$ cat src/rtl/dmem_arb_pkg.sv
// dmem_arb_pkg: shared state encoding, size codes and op-field positions for the data-memory arbiter.
package dmem_arb_pkg;
    typedef enum logic [1:0] {IDLE, CORE_RD, EXT_RD} state_t;
    localparam logic [1:0] SZ_B = 2'd0;
    localparam logic [1:0] SZ_H = 2'd1;
    localparam logic [1:0] SZ_W = 2'd2;
    localparam int OP_UNS_BIT = 2;
endpackage

$ cat src/rtl/dmem_lane_align.sv
// dmem_lane_align: store byte-enable/data steering and load lane extraction with sign/zero extension.
module dmem_lane_align
    import dmem_arb_pkg::*;
(
    input  logic [2:0]  i_op,
    input  logic [1:0]  i_off,
    input  logic [31:0] i_wdata,
    input  logic [31:0] i_rdata,
    output logic [3:0]  o_be,
    output logic [31:0] o_wdata,
    output logic [31:0] o_rdata
);
    logic [1:0]  w_sz;
    logic        w_uns;
    logic [7:0]  w_byte;
    logic [15:0] w_half;
    always_comb begin
        w_sz    = i_op[1:0];
        w_uns   = i_op[OP_UNS_BIT];
        o_be    = w_sz == SZ_B ? 4'b0001 << i_off : w_sz == SZ_H ? 4'b0011 << {i_off[1], 1'b0} : 4'hF;
        o_wdata = w_sz == SZ_B ? {4{i_wdata[7:0]}} : w_sz == SZ_H ? {2{i_wdata[15:0]}} : i_wdata;
        w_byte  = i_off == 2'd0 ? i_rdata[7:0] : i_off == 2'd1 ? i_rdata[15:8] :
                  i_off == 2'd2 ? i_rdata[23:16] : i_rdata[31:24];
        w_half  = i_off[1] ? i_rdata[31:16] : i_rdata[15:0];
        // size code 3 falls through to the full word
        o_rdata = w_sz == SZ_B ? {{24{~w_uns & w_byte[7]}}, w_byte} :
                  w_sz == SZ_H ? {{16{~w_uns & w_half[15]}}, w_half} : i_rdata;
    end
endmodule

$ cat src/rtl/dmem_arbiter.sv
// dmem_arbiter: shares the single-port data RAM between the core MEM stage and an external master.
// Define DMEM_ARB_RR_EN for round-robin on contention instead of core priority with starvation override.
module dmem_arbiter
    import dmem_arb_pkg::*;
#(
    parameter int EXT_MAX_WAIT = 8
) (
    input  logic        clk,
    input  logic        cpurst_n,
    input  logic        core_mem_en,
    input  logic        core_wr,
    input  logic [31:0] core_addr,
    input  logic [31:0] core_wdata,
    input  logic [2:0]  core_op,
    output logic [31:0] core_rdata,
    output logic        memacc_stall,
    input  logic        ext_req,
    input  logic        ext_wr,
    input  logic [31:0] ext_addr,
    input  logic [31:0] ext_wdata,
    input  logic [3:0]  ext_be,
    output logic        ext_gnt,
    output logic        ext_rvalid,
    output logic [31:0] ext_rdata,
    output logic        ram_en,
    output logic        ram_we,
    output logic [3:0]  ram_be,
    output logic [29:0] ram_addr,
    output logic [31:0] ram_wdata,
    input  logic [31:0] ram_rdata,
    input  logic        ram_ready
);
    state_t      r_state;
    state_t      w_next;
    logic        r_wait;
    logic        r_wait_ext;
    logic        w_core_elig;
    logic        w_prio_ext;
    logic        w_sel_ext;
    logic        w_en;
    logic        w_we;
    logic        w_acc;
    logic        w_gnt;
    logic        w_core_done;
    logic [3:0]  w_be;
    logic [31:0] w_wdata;
    logic [31:0] w_ld;
    logic        w_unused;

    dmem_lane_align u_align (
        .i_op    (core_op),
        .i_off   (core_addr[1:0]),
        .i_wdata (core_wdata),
        .i_rdata (ram_rdata),
        .o_be    (w_be),
        .o_wdata (w_wdata),
        .o_rdata (w_ld)
    );

`ifdef DMEM_ARB_RR_EN
    logic r_last_ext;
    assign w_prio_ext = ~r_last_ext;
    assign w_unused   = ^{ext_addr[1:0], EXT_MAX_WAIT != 0};
    always_ff @(posedge clk) begin
        if (!cpurst_n) r_last_ext <= 1'b0;
        else if (w_acc) r_last_ext <= w_sel_ext;
    end
`else
    logic [7:0] r_starve;
    assign w_prio_ext = r_starve == 8'(EXT_MAX_WAIT);
    assign w_unused   = ^ext_addr[1:0];
    always_ff @(posedge clk) begin
        if (!cpurst_n || !ext_req || w_gnt) r_starve <= 8'd0;
        else if (r_starve != 8'hFF) r_starve <= r_starve + 8'd1;
    end
`endif

    // a stalled access keeps its requester until the RAM takes it
    always_comb begin
        w_core_elig = core_mem_en && r_state != CORE_RD;
        w_sel_ext   = r_wait ? r_wait_ext : ext_req && (!w_core_elig || w_prio_ext);
        w_en        = r_wait || w_core_elig || ext_req;
        w_we        = w_sel_ext ? ext_wr : core_wr;
        w_acc       = w_en && ram_ready;
        w_gnt       = w_acc && w_sel_ext;
        w_next      = w_acc && !w_we ? (w_sel_ext ? EXT_RD : CORE_RD) : IDLE;
        w_core_done = r_state == CORE_RD || (w_acc && !w_sel_ext && core_wr);
    end

    always_ff @(posedge clk) begin
        if (!cpurst_n) begin
            r_state    <= IDLE;
            r_wait     <= 1'b0;
            r_wait_ext <= 1'b0;
        end else begin
            r_state    <= w_next;
            r_wait     <= w_en && !ram_ready;
            r_wait_ext <= w_sel_ext;
        end
    end

    assign ram_en       = cpurst_n && w_en;
    assign ram_we       = cpurst_n && w_we;
    assign ram_be       = !cpurst_n ? 4'h0 : w_sel_ext ? ext_be : w_be;
    assign ram_addr     = !cpurst_n ? 30'd0 : w_sel_ext ? ext_addr[31:2] : core_addr[31:2];
    assign ram_wdata    = !cpurst_n ? 32'd0 : w_sel_ext ? ext_wdata : w_wdata;
    assign ext_gnt      = cpurst_n && w_gnt;
    assign ext_rvalid   = cpurst_n && r_state == EXT_RD;
    assign ext_rdata    = ext_rvalid ? ram_rdata : 32'd0;
    assign core_rdata   = cpurst_n && r_state == CORE_RD ? w_ld : 32'd0;
    assign memacc_stall = cpurst_n && core_mem_en && !w_core_done;
endmodule

$ cat config.mk
export PLATFORM = sky130hd
export DESIGN_NAME = dmem_arbiter
export DESIGN_NICKNAME = d
export VERILOG_FILES = /design/src/rtl/dmem_arb_pkg.sv /design/src/rtl/dmem_lane_align.sv /design/src/rtl/dmem_arbiter.sv
export SDC_FILE = /design/constraint.sdc
export NUM_CORES = 1
export LEC_CHECK = 0
export CAP_MARGIN = 20
export CORE_AREA = 3 3 118 120
export CTS_BUF_LIST = sky130_fd_sc_hd__clkbuf_4
export DETAILED_ROUTE_END_ITERATION = 8
export DIE_AREA = 0 0 121 123
export PLACE_DENSITY = 0.76
export SETUP_SLACK_MARGIN = 0.4
export SYNTH_ARGS = -nofsm -noshare
export SYNTH_HDL_FRONTEND = slang
export SYNTH_SLANG_ARGS = --single-unit
$ cat constraint.sdc
create_clock -name clk -period 2.6 [get_ports clk]
set_clock_uncertainty 0.2 [all_clocks]
set_input_delay 0.52 -clock clk [delete_from_list [all_inputs] [get_ports clk]]
set_output_delay 0.52 -clock clk [all_outputs]
set_load 0.005 [all_outputs]
# == Word level (Yosys, flattened, before mapping) ==
# Index checks and enable logic that the tools add are counted.
# totals
reg_bits,12
input_bits,174
out_inout_bits,135
# op_classes
reduce_logical,31
n_mux,21
shifts,2
bitwise_logic,3
n_eq_ne,8
add_sub_neg,1
# op_table
cell,n
32-bit 2-to-1 mux,8
30-bit 2-to-1 mux,2
8-bit 2-to-1 mux,3
16-bit 2-to-1 mux,1
4-bit 2-to-1 mux,4
1-bit logical AND,15
8-bit by 1-bit adder with 8-bit output (second input constant),1
8-bit by 4-bit equality test with 1-bit output (second input constant),1
8-bit inequality test (second input constant),1
1-bit logical NOT,7
2-bit by 1-bit equality test with 1-bit output (second input constant),3
1-bit logical OR,6
2-bit equality test (second input constant),2
2-bit logical NOT,2
1-bit by 2-bit left shift with 4-bit output (first input constant),1
2-bit by 2-bit left shift with 4-bit output (first input constant),1
1-bit bitwise AND,2
1-bit 2-to-1 mux,2
2-bit 2-to-1 mux,1
2-bit by 1-bit inequality test with 1-bit output (second input constant),1
2-bit AND reduction,1
1-bit NOT,1

# == Depth between registers and ports, before layout ==
# Gate-level depths: netlist (run 1).
# logic_depth
depth_word,12
mapped_depth,7
mapped_depth_nobuf,5

# == Cells and area by module ==
# Synthesis (run 1) repeated with hierarchy kept, for this count alone.
# unflattened
hier_cells,571
area_unflattened_um2,3757.4
# modules_own_cells
module,instances,area_per_inst_um2,seq_area_each_um2,cells_per_inst
dmem_arbiter,1,2416.1,240.2,372
dmem_lane_align,1,1341.3,0.0,199

# == Least setup slack after synthesis (run 1) ==
# OpenSTA, ideal clock, no wires.
# synth_timing
kind,in2out
start,input port core_op[1]
end,output port core_rdata[5]
path_slack_ns,0.062
n_path_buf,2
arrival_ns,1.818
stages,5
cell_sequence,buf_2 -> nand3b_1 -> buf_4 -> mux2i_1 -> a2111oi_0
# synth_between
elab_chain_len,4
word_cells_on_any_way,5
# synth_lines
item,line,rtl
from (decl),dmem_arbiter.sv:14,"input logic [2:0] core_op,"
2-bit by 1-bit equality test with 1-bit output,dmem_lane_align.sv:27,"w_sz == SZ_H ? {{16{~w_uns & w_half[15]}}, w_half} : i_rdata;"
32-bit 2-to-1 mux,dmem_lane_align.sv:27,
32-bit 2-to-1 mux (*),dmem_lane_align.sv:26,"o_rdata = w_sz == SZ_B ? {{24{~w_uns & w_byte[7]}}, w_byte} :"
32-bit 2-to-1 mux (*),dmem_arbiter.sv:110,assign core_rdata = cpurst_n && r_state == CORE_RD ? w_ld : 32'd0;
to (decl),dmem_arbiter.sv:15,"output logic [31:0] core_rdata,"
# Every way passes the cells marked *; elsewhere a longest branch is shown, timed or not.

# == Worst setup path after layout (run 1) ==
# layout_timing
start,register r_starve[0]
end,output port ram_wdata[15]
# layout_between
elab_chain_len,6
# layout_lines
item,line,rtl
from (decl),dmem_arbiter.sv:69,logic [7:0] r_starve;
from (signal assigned),dmem_arbiter.sv:74,else if (r_starve != 8'hFF) r_starve <= r_starve + 8'd1;
8-bit by 4-bit equality test with 1-bit output,dmem_arbiter.sv:70,assign w_prio_ext = r_starve == 8'(EXT_MAX_WAIT);
1-bit logical OR,dmem_arbiter.sv:81,w_sel_ext = r_wait ? r_wait_ext : ext_req && (!w_core_elig || w_prio_ext);
1-bit logical AND,dmem_arbiter.sv:81,
1-bit 2-to-1 mux,dmem_arbiter.sv:81,
32-bit 2-to-1 mux (2 in a row),dmem_arbiter.sv:106,assign ram_wdata = !cpurst_n ? 32'd0 : w_sel_ext ? ext_wdata : w_wdata;
to (decl),dmem_arbiter.sv:29,"output logic [31:0] ram_wdata,"
# No other way between the ends.

==> impl_results.md, run 1 <==
- H-Tree Depth: 1
- Final Max Tran Viols: 0
- WL per Instance: 18.2 µm
- Drt pass-1 iters: 5
- CTS tree: done
- Share of layout cells above drive strength 1: 0.453
- Filler Cell Count: 1102
- Post-synthesis sequential area ratio: 0.0741
- Clock Sinks: 12
- Fmax: 350 MHz
- Layout area overhead: 153%
- Peak supply drop: 0.105 mV
- Violated checks: negative setup slack
- Initial antenna violation count: 1
- Initial core utilization: 0.248
- Outcome: finished with violations
- Placed Instances: 1028
- Tightest Pin Transition: a little over 0.4 ns
- Multi-input gate area: 3260 µm²
- Final wirelength: 19900 µm
- Syn. warnings: 0
- Core area: approximately 13000 µm²
- CP max FO: 7
- Die area: 14900 µm²
- Post-synth EDFFs: 0
- Final Hold Fails: 0
- Via Count: 5276
- Syn_nets: around 670
- FF+latch count, synth: 12
- Yosys cell types: 50
- Die W: 121 µm
- Final Setup Violations: about 90
- Post-Synthesis Cells: 490
- IO Pins: 309
- Leading cell types in the layout, fill and taps excluded: 156 x nand2_1, 137 x clkdlybuf4s50_1, 102 x buf_2, 97 x buf_6, 83 x mux2i_1
- HP Class: flop to flop
- Fin crit share: 1.10
- Die height: 123 µm
- RSZ-0062 raised after global routing: yes
- Post-layout util: 0.627
- Drt via density: a little under 5
- Reg2reg start: r_wait
- First-pass GRT wire length: 28100 µm
- CP startpoint kind: flop
- CP required: 1.88 ns
- Max Cap Viol: 0
- Cells taking the most area after synthesis: mux2i_1 28%, nand2_1 18%, dfxtp_1 7.4%
- Kind of critical path: flop to output port
- Most common cell after layout, fill and taps aside: nand2_1
- Initial DRC Count: 218
- CTS Root Cell: clkbuf_4
- Row count: 42
- CTS max path bufs: 2
- Crit path time final: 2.86 ns
- P_leak: a little under 4 nW
- Number of global-route vias before repair: between 5000 and 6000
- Tot GR Track Use: 0.237
- Leading area contributor after synthesis: mux2i_1
- Synthesized cell area: 3240 µm²
- Worst skew pair latency: just under 0.3 ns
- GPL Wtd Cong: ~0.92
- Total global routing overflow: 0
- Antenna-violating nets left: 0
- PortBufs: 306
- Worst Setup SP: r_starve[0]
- Share of the synthesized area in the top cell type: 0.281
- Place WS: -0.841 ns
- Endpoint class of the critical path: output port
- Post-synthesis average cell area: 6.62 µm²
- Largest net degree at the start of global routing: 33
- Hold-fix buffers at CTS: 0
- DRC viols: 0
- Main synth FF type: dfxtp_1
- Worst reg2reg setup slack: 0.54 ns
- Nets@finish: ~1100
- Ys async rst share: 0
- Reg clk slew, reported paths: 0.09 ns
- Inserted Clock Buffers: 3
- Storage element area: 246 µm²
- Reg-to-reg critical path endpoint: r_starve[5]
- Post-route non-filler standard cell count: 1094
- Worst setup endpoint: ram_wdata[15]
- Crit path DAT: ~2.1 ns
- Post-DP HPWL: 14200 µm
- Pwr Density: 185 nW/µm²
- Final WS setup: -0.261 ns
- Max-slew headroom: 0.718
- Reg2reg path depth: 8
-- metrics by stage --
stage                     hold slack [ns]  area [µm²]  setup TNS, ns  power (mW)
after CTS                           0.435        7750         -12.44        1.46
final                               0.437        8210         -15.42        1.51
after global routing                0.453        8210         -23.10        1.61
after detailed placement            0.420        7330         -63.75        1.26
after floorplan                     0.282        3420              0       0.578
after global placement              0.409        7330         -61.16        1.26
-- Yosys cell counts, drive strengths merged (4+ instances only) --
cell / count
o21ai: 6
inv: 6
mux2i: 91
clkbuf: 29
a21o: 16
buf: 18
a211oi: 6
o211ai: 9
nor3: 4
a2111oi: 7
nand3: 4
dfxtp: 12
mux2: 17
a2bb2oi: 6
nand2: 158
a31oi: 9
nor2: 24
a21oi: 4
and2: 33
-- logic make-up (layout without fill, tap and decap cells) --
| kind of cell | count (synthesis) | in the layout | share of synthesized area |
|---|---|---|---|
| and+or+nand+nor | 237 | 237 | 0.318 |
| muxes | 109 | 109 | 0.347 |
| AOI/OAI and AO/OA | 74 | 74 | 0.175 |
| buffers and inverters | 54 | 481 | 0.0737 |
| DFF | 12 | 12 | 0.0741 |
| adders and majority gates | 2 | 2 | 0.00771 |
| xor gates and xnor gates | 2 | 2 | 0.00540 |
| other | 0 | 1 | 0 |
-- what timing repair did --
item	CTS	global route
pin swaps	29	28
gates resized for setup	728	85
endpoints found under the setup margin	135	134
gates cloned	9	0
setup buffers	43	9
-- sequential cells by signal, summed over array words and instances, names as in the netlist --
register,count
r_starve,8
r_wait,1
r_state,2
r_wait_ext,1
-- how the worst min path moves through the flow --
stage | slack [ns] | endpoint | cells after the start | startpoint
finish | 0.44 | r_starve[5] | 3 | r_starve[5]
global route | 0.45 | r_starve[5] | 3 | r_starve[5]
CTS | 0.44 | r_starve[5] | 3 | r_starve[5]
detailed placement | 0.42 | r_starve[5] | 3 | r_starve[5]
global placement | 0.41 | r_starve[5] | 3 | r_starve[5]
floorplan | 0.28 | r_starve[5] | 2 | r_starve[5]
-- worst max-delay path, stage by stage, from the launching register on --
cell and delay [ns]:
dfxtp_2 0.33, inv_2 0.07, ha_4 0.12, nand4_1 0.17, a31oi_4 0.29, buf_6 0.13, buf_8 0.10, buf_16 0.14
buf_6 0.11, mux2i_4 0.22, buf_2 0.15
-- report_power, final --
group | internal, mW | switching, mW | total [mW]
clock network | 0.0557 | 0.0718 | 0.128
registers | 0.188 | 0.00428 | 0.193
logic | 0.712 | 0.482 | 1.19
total | 0.957 | 0.558 | 1.51
-- cell type report --
type / count / area share
timing repair buffer: 470 / 0.539
multi-input combinational: 424 / 0.397
sequential: 12 / 0.0300
tap: 176 / 0.0268
inverter: 7 / 0.00351
clock buffer: 3 / 0.00274
clock inverter: 1 / 0.000457
antenna: 1 / 0.000305
-- per-layer routing --
layer,vias up,part of all wire,GRT usage
met5,-,0,0
met4,0,0.022,0.0467
met3,37,0.053,0.0325
met2,188,0.50,0.407
met1,2491,0.43,0.319
li1,2560,-,-
(Power assumes the default switching activity.)
==> inputs of run 2 (changes only) <==
==> constraint.sdc (replaced) <==
create_clock -name clk -period 3.6 [get_ports clk]
set_clock_uncertainty 0.2 [all_clocks]
set_input_delay 0.72 -clock clk [delete_from_list [all_inputs] [get_ports clk]]
set_output_delay 0.72 -clock clk [all_outputs]
set_load 0.005 [all_outputs]
==> run 2 against run 1 <==
  * Largest power group unchanged
  * Combinational power fell by 36%
  * Global-route usage fell by 2.8 points
  * Clock-buffer cell count did not move
  * Sequential power fell by 28%
  * Total power fell by 35%
  * The run now ends clean
  * Critical path depth did not move
  * Setup slack improved by 0.62 ns
  * Sequential share of layout area rose by 0.44 points
==> impl_results.md, run 2 (same netlist as run 1, synthesis figures left out) <==
- Max-slew headroom: 0.748 (+0.0304)
- Outcome: finished, final reports clean
- Fin crit share: 0.899
- Nets@finish: 1025 (-6.3%)
- Biggest regs: r_starve (8), r_state (2)
- CP required: 2.68 ns (+0.80 ns)
- First-pass GRT wire length: 25000 µm (-11%)
- Largest Register: r_starve
- Share of layout cells above drive strength 1: 0.275 (-0.178)
- Drt via density: 4.77 (-1.0%)
- Layout area overhead: 120%
- Most common cell after layout, fill and taps aside: clkdlybuf4s50_1
- CTS tree: done
- Multi-input gate area: 2980 µm² (-8.5%)
- Final Setup Violations: 0 (-100%)
- Crit path time final: 3.24 ns
- Drt pass-1 iters: 5 (unchanged)
- Hold-fix buffers at CTS: 0 (unchanged)
- Via Count: 4889 (-7.3%)
- Slowest CP cell: a2111oi_4
- Core area: 13100 µm² (unchanged)
- Initial DRC Count: 208 (-4.6%)
- Sw power: 0.360 mW (-35%)
- Storage element area: 246 µm² (unchanged)
- Most frequent CP cell: buf_6
- Inserted Clock Buffers: 3 (unchanged)
- CP startpoint kind: input port
- Final Hold Fails: 0 (unchanged)
- P_leak: 3.35 nW (-15%)
- Leading cell types in the layout, fill and taps excluded: 195 x clkdlybuf4s50_1, 156 x nand2_1, 75 x mux2i_1, 67 x buf_4, 44 x clkbuf_2
- Initial core utilization: 0.248 (unchanged)
- Diodes inserted: 0 (-1)
- Total negative setup slack: 0 ns (+15.42 ns)
- H-Tree Depth: 1 (unchanged)
- Sequential share of power: 0.141 (+0.014)
- Net Sw Frac: 0.364 (-0.00420)
- IO Pins: 309 (unchanged)
- Clock Sinks: 12 (unchanged)
- WL per Instance: 17.0 µm (-6.6%)
- Final Max Tran Viols: 0 (unchanged)
- HP Class: flop to flop
- Placed inst area: 6940 µm² (-5.4%)
- Buf/Inv on CP: 6 (unchanged)
- Antenna-violating nets left: 0 (unchanged)
- Clk pwr share: 0.093 (+0.009)
- Max FFs per register: 8 (unchanged)
- Filler Cell Count: 1254 (+14%)
- Tightest Pin Transition: 0.367 ns (-0.0443 ns)
- Number of global-route vias before repair: 4524 (-11%)
- Total global routing overflow: 0 (unchanged)
- Final wirelength: 17400 µm (-13%)
- CTS max path bufs: 2 (unchanged)
- Largest net degree at the start of global routing: 43 (+30%)
- Comb power frac: 0.766 (-0.023)
- Peak supply drop: 0.0655 mV (-38%)
- CTS Root Cell: clkbuf_4
- Crit-path leading delay family: buffers and inverters
- DRC viols: 0 (unchanged)
- Max Cap Viol: 0 (unchanged)
- Post-DP HPWL: 13500 µm (-5.2%)
- GPL Wtd Cong: 0.907 (-1.0%)
- Reg clk slew, reported paths: 0.08 ns (about the same)
- Kind of critical path: input port to output port
- Endpoint class of the critical path: output port
- Crit-path cells: buf_6 > buf_6 > mux4_2 > nand2_2 > a2111oi_4 > clkbuf_16 > buf_6 > buf_6 > a21o_1 > buf_2
- Critical Path Max Stage Delay: 0.45 ns (+0.12 ns)
- Crit path DAT: 2.32 ns (+0.18 ns)
- P_int: 0.629 mW (-34%)
- Worst skew pair latency: 0.29 ns (about the same)
- Initial antenna violation count: 1 (unchanged)
- CP max FO: 4 (-3)
- PortBufs: 306 (unchanged)
- Row count: 42 (unchanged)
- Die area: 14900 µm² (unchanged)
- Overall power: 0.989 mW (-35%)
- Fmax: 309 MHz
- Die W: 121 µm (unchanged)
- Die height: 123 µm (unchanged)
- RSZ-0062 raised after global routing: yes
- Pwr Density: 138 nW/µm² (-25%)
- Final Instance Area: 7150 µm² (-13%)
- Tot GR Track Use: 0.209 (-0.0278)
## run 2: final timing paths
kind	startpoint	end	slack [ns]	depth (start not counted)
max	core_addr[1]	core_rdata[28]	0.36	10
max reg2reg	r_starve[1]	r_starve[5]	1.39	10
min reg2reg	r_starve[5]	r_starve[5]	0.33	2
min	r_starve[5]	r_starve[5]	0.33	2
## run 2: power by group through the flow
stage	Combinational (mW)	Clock (mW)	Sequential, mW
global placement	0.728	0	0.142
global route	0.812	0.0983	0.139
finish	0.758	0.0921	0.139
detailed placement	0.734	0	0.142
CTS	0.755	0.0909	0.139
floorplan	0.258	0	0.141
## run 2: timing repair
| action | in CTS | in global routing |
|---|---|---|
| resized for setup | 262 | 116 |
| pin swaps | 7 | 6 |
| setup endpoints to repair | 102 | 71 |
| setup buffers | 23 | 2 |
| cloned | 3 | 1 |
## run 2: final cells by class
class,count,share of cell area
tap,176,0.0308
sequential,12,0.0345
inverter,7,0.00367
multi-input combinational,424,0.417
clock inverter,1,0.000525
timing repair buffer,401,0.511
clock buffer,3,0.00315
## run 2: through the flow
step                cells  hold slack [ns]  utilization  worst slack [ns]
global placement      991            0.305        0.530            -0.230
detailed placement    991            0.313        0.530            -0.262
floorplan             490            0.282            -             0.662
global route         1024            0.366        0.546             0.276
finish               1024            0.326        0.546             0.362
CTS                  1021            0.315        0.552             0.386
## run 2: layer usage
layer / vias up / track usage / part of all wire
met5: - / 0 / 0.00075
met4: 2 / 0.0333 / 0.013
met2: 165 / 0.367 / 0.51
met3: 23 / 0.0293 / 0.057
li1: 2411 / - / -
met1: 2288 / 0.278 / 0.42
## run 2: worst register-to-register path, delay by kind of cell (launching register included)
kind / cells / cell delay, ns
AO/OA/AOI/OAI: 2 / 0.37
adder cells (fa/ha/maj): 1 / 0.18
buffers and inverters: 6 / 0.79
flip-flops: 1 / 0.42
AND/OR/NAND/NOR: 1 / 0.16
==> inputs of run 3 (changes only) <==
--- a/config.mk
+++ b/config.mk
@@ -10,6 +10,7 @@
 export CTS_BUF_LIST = sky130_fd_sc_hd__clkbuf_4
 export DETAILED_ROUTE_END_ITERATION = 8
 export DIE_AREA = 0 0 121 123
+export MAX_ROUTING_LAYER = met4
 export PLACE_DENSITY = 0.76
 export SETUP_SLACK_MARGIN = 0.4
 export SYNTH_ARGS = -nofsm -noshare
==> run 3 against run 2 <==
  * Critical path depth stayed put
  * Non-clock buffer count stayed put
  * Sequential power hardly changed
  * Critical endpoint is now core_rdata[25]
  * Critical path type unchanged
  * Clock power hardly changed
  * Clock-buffer cell count stayed put
  * First-iteration DRC count is 12% lower
==> impl_results.md, run 3 (same netlist as run 1, synthesis figures left out) <==
- Fmax: 309 MHz (about the same)
- Sw power: 0.360 mW (about the same)
- Kind of critical path: input port to output port
- Largest net degree at the start of global routing: 43 (unchanged)
- Final wirelength: 17300 µm (-0.39%)
- Post-route non-filler standard cell count: 1025 (+0.098%)
- Drt via density: 4.77 (-0.16%)
- Initial DRC Count: 183 (-12%)
- WL per Instance: 16.9 µm (-0.49%)
- Net Sw Frac: 0.364 (about the same)
- Max FFs per register: 8 (unchanged)
- Tot GR Track Use: 0.215 (+0.00588)
- Via Count: 4886 (-0.061%)
- Fin crit share: 0.900 (about the same)
- Final Max Tran Viols: 0 (unchanged)
- HP Class: flop to flop
- Total global routing overflow: 0 (unchanged)
- Tightest Pin Transition: 0.406 ns (+0.0388 ns)
- Share of layout cells above drive strength 1: 0.274 (-0.00118)
- CTS max path bufs: 2 (unchanged)
- Max Cap Viol: 0 (unchanged)
- P_leak: 3.35 nW (about the same)
- Core area: 13100 µm² (unchanged)
- Multi-input gate area: 2980 µm² (-0.13%)
- Die W: 121 µm (unchanged)
- Die height: 123 µm (unchanged)
- CTS tree: done
- Most common cell after layout, fill and taps aside: clkdlybuf4s50_1
- Post-DP HPWL: 13500 µm (unchanged)
- Layout area overhead: 120% (about the same)
- Largest Register: r_starve
- H-Tree Depth: 1 (unchanged)
- IO Pins: 309 (unchanged)
- Number of global-route vias before repair: 4517 (-0.15%)
- Row count: 42 (unchanged)
- Filler Cell Count: 1257 (+0.24%)
- Antenna-violating nets left: 0 (unchanged)
- Die area: 14900 µm² (unchanged)
- Worst reg2reg setup slack: 1.40 ns (about the same)
- Clk pwr share: 0.093 (about the same)
- Placed Instances: 991 (unchanged)
- Comb power frac: 0.766 (about the same)
- Total negative setup slack: 0 ns (unchanged)
- Initial core utilization: 0.248 (unchanged)
- Hold-fix buffers at CTS: 0 (unchanged)
- RSZ-0062 raised after global routing: yes
- CP max FO: 7 (+3)
- Max-slew headroom: 0.728 (-0.0203)
- Overall power: 0.988 mW (about the same)
- CTS Root Cell: clkbuf_4
- Leading cell types in the layout, fill and taps excluded: 195 x clkdlybuf4s50_1, 156 x nand2_1, 76 x mux2i_1, 67 x buf_4, 44 x clkbuf_2
- Worst skew pair latency: 0.29 ns (about the same)
- Biggest regs: r_starve (8), r_state (2)
- Initial antenna violation count: 1 (unchanged)
- Clock Sinks: 12 (unchanged)
- Nets@finish: 1025 (unchanged)
- First-pass GRT wire length: 25000 µm (-0.14%)
- Reg clk slew, reported paths: 0.08 ns (about the same)
- GPL Wtd Cong: 0.923 (+1.7%)
- Sequential share of power: 0.141 (about the same)
- PortBufs: 306 (unchanged)
- Final Hold Fails: 0 (unchanged)
- Crit path time final: 3.24 ns (+0.00320 ns)
- Inserted Clock Buffers: 3 (unchanged)
- Crit path DAT: 2.32 ns (about the same)
- Drt pass-1 iters: 5 (unchanged)
- Pwr Density: 138 nW/µm² (about the same)
- CP startpoint kind: input port
- P_int: 0.628 mW (about the same)
- Final Setup Violations: 0 (unchanged)
- Storage element area: 246 µm² (unchanged)
- CP required: 2.68 ns (about the same)
- Peak supply drop: 0.0654 mV (-0.13%)
- Outcome: finished, final reports clean
- Endpoint class of the critical path: output port
- Hold WS: 0.330 ns (+0.00324 ns)
- DRC viols: 0 (unchanged)
## run 3: cell type report
type                       count  area share
timing repair buffer         401       0.511
multi-input combinational    424       0.416
sequential                    12      0.0345
tap                          176      0.0308
inverter                       7     0.00368
clock buffer                   3     0.00315
clock inverter                 1    0.000525
antenna                        1    0.000350
## run 3: metrics by stage
step / cell area (µm²) / setup slack, ns / utilization
global placement: 6940 / -0.230 / 0.530
CTS: 7220 / 0.386 / 0.552
floorplan: 3240 / 0.662 / -
detailed placement: 6940 / -0.262 / 0.530
finish: 7150 / 0.359 / 0.546
global route: 7150 / 0.276 / 0.546
## run 3: worst paths after layout
kind,start,end,depth (start not counted)
worst min register to register,r_starve[5],r_starve[5],2
worst min-delay path,r_starve[5],r_starve[5],2
worst max-delay path,core_addr[1],core_rdata[25],10
worst max register to register,r_starve[1],r_starve[5],10
## run 3: per-layer routing
| layer | global-route usage | vias to the layer above | part of all wire |
|---|---|---|---|
| li1 | - | 2415 | - |
| met1 | 0.281 | 2292 | 0.43 |
| met2 | 0.366 | 160 | 0.51 |
| met3 | 0.0256 | 19 | 0.052 |
| met4 | 0.0333 | 0 | 0.013 |
| met5 | - | - | 0 |
## run 3: timing repair
action / in CTS / in global routing
cloned: 3 / 1
buffers inserted: 23 / 2
setup endpoints to repair: 102 / 71
gates resized for setup: 262 / 115
pin swaps: 7 / 6
## run 3: power by group through the flow
| stage | registers [mW] | logic, mW | clock network [mW] |
|---|---|---|---|
| 3_3_place_gp | 0.142 | 0.728 | 0 |
| 6_report | 0.139 | 0.757 | 0.0922 |
| 3_5_place_dp | 0.142 | 0.734 | 0 |
| 4_1_cts | 0.139 | 0.755 | 0.0909 |
| 2_1_floorplan | 0.141 | 0.258 | 0 |
| 5_1_grt | 0.139 | 0.811 | 0.0983 |
## run 3: critical path: stages
cell,delay [ns]
buf_6,0.09
buf_6,0.12
mux4_2,0.26
nand2_2,0.08
a2111oi_4,0.45
buf_4,0.19
buf_12,0.11
buf_4,0.11
a21o_1,0.07
buf_2,0.11
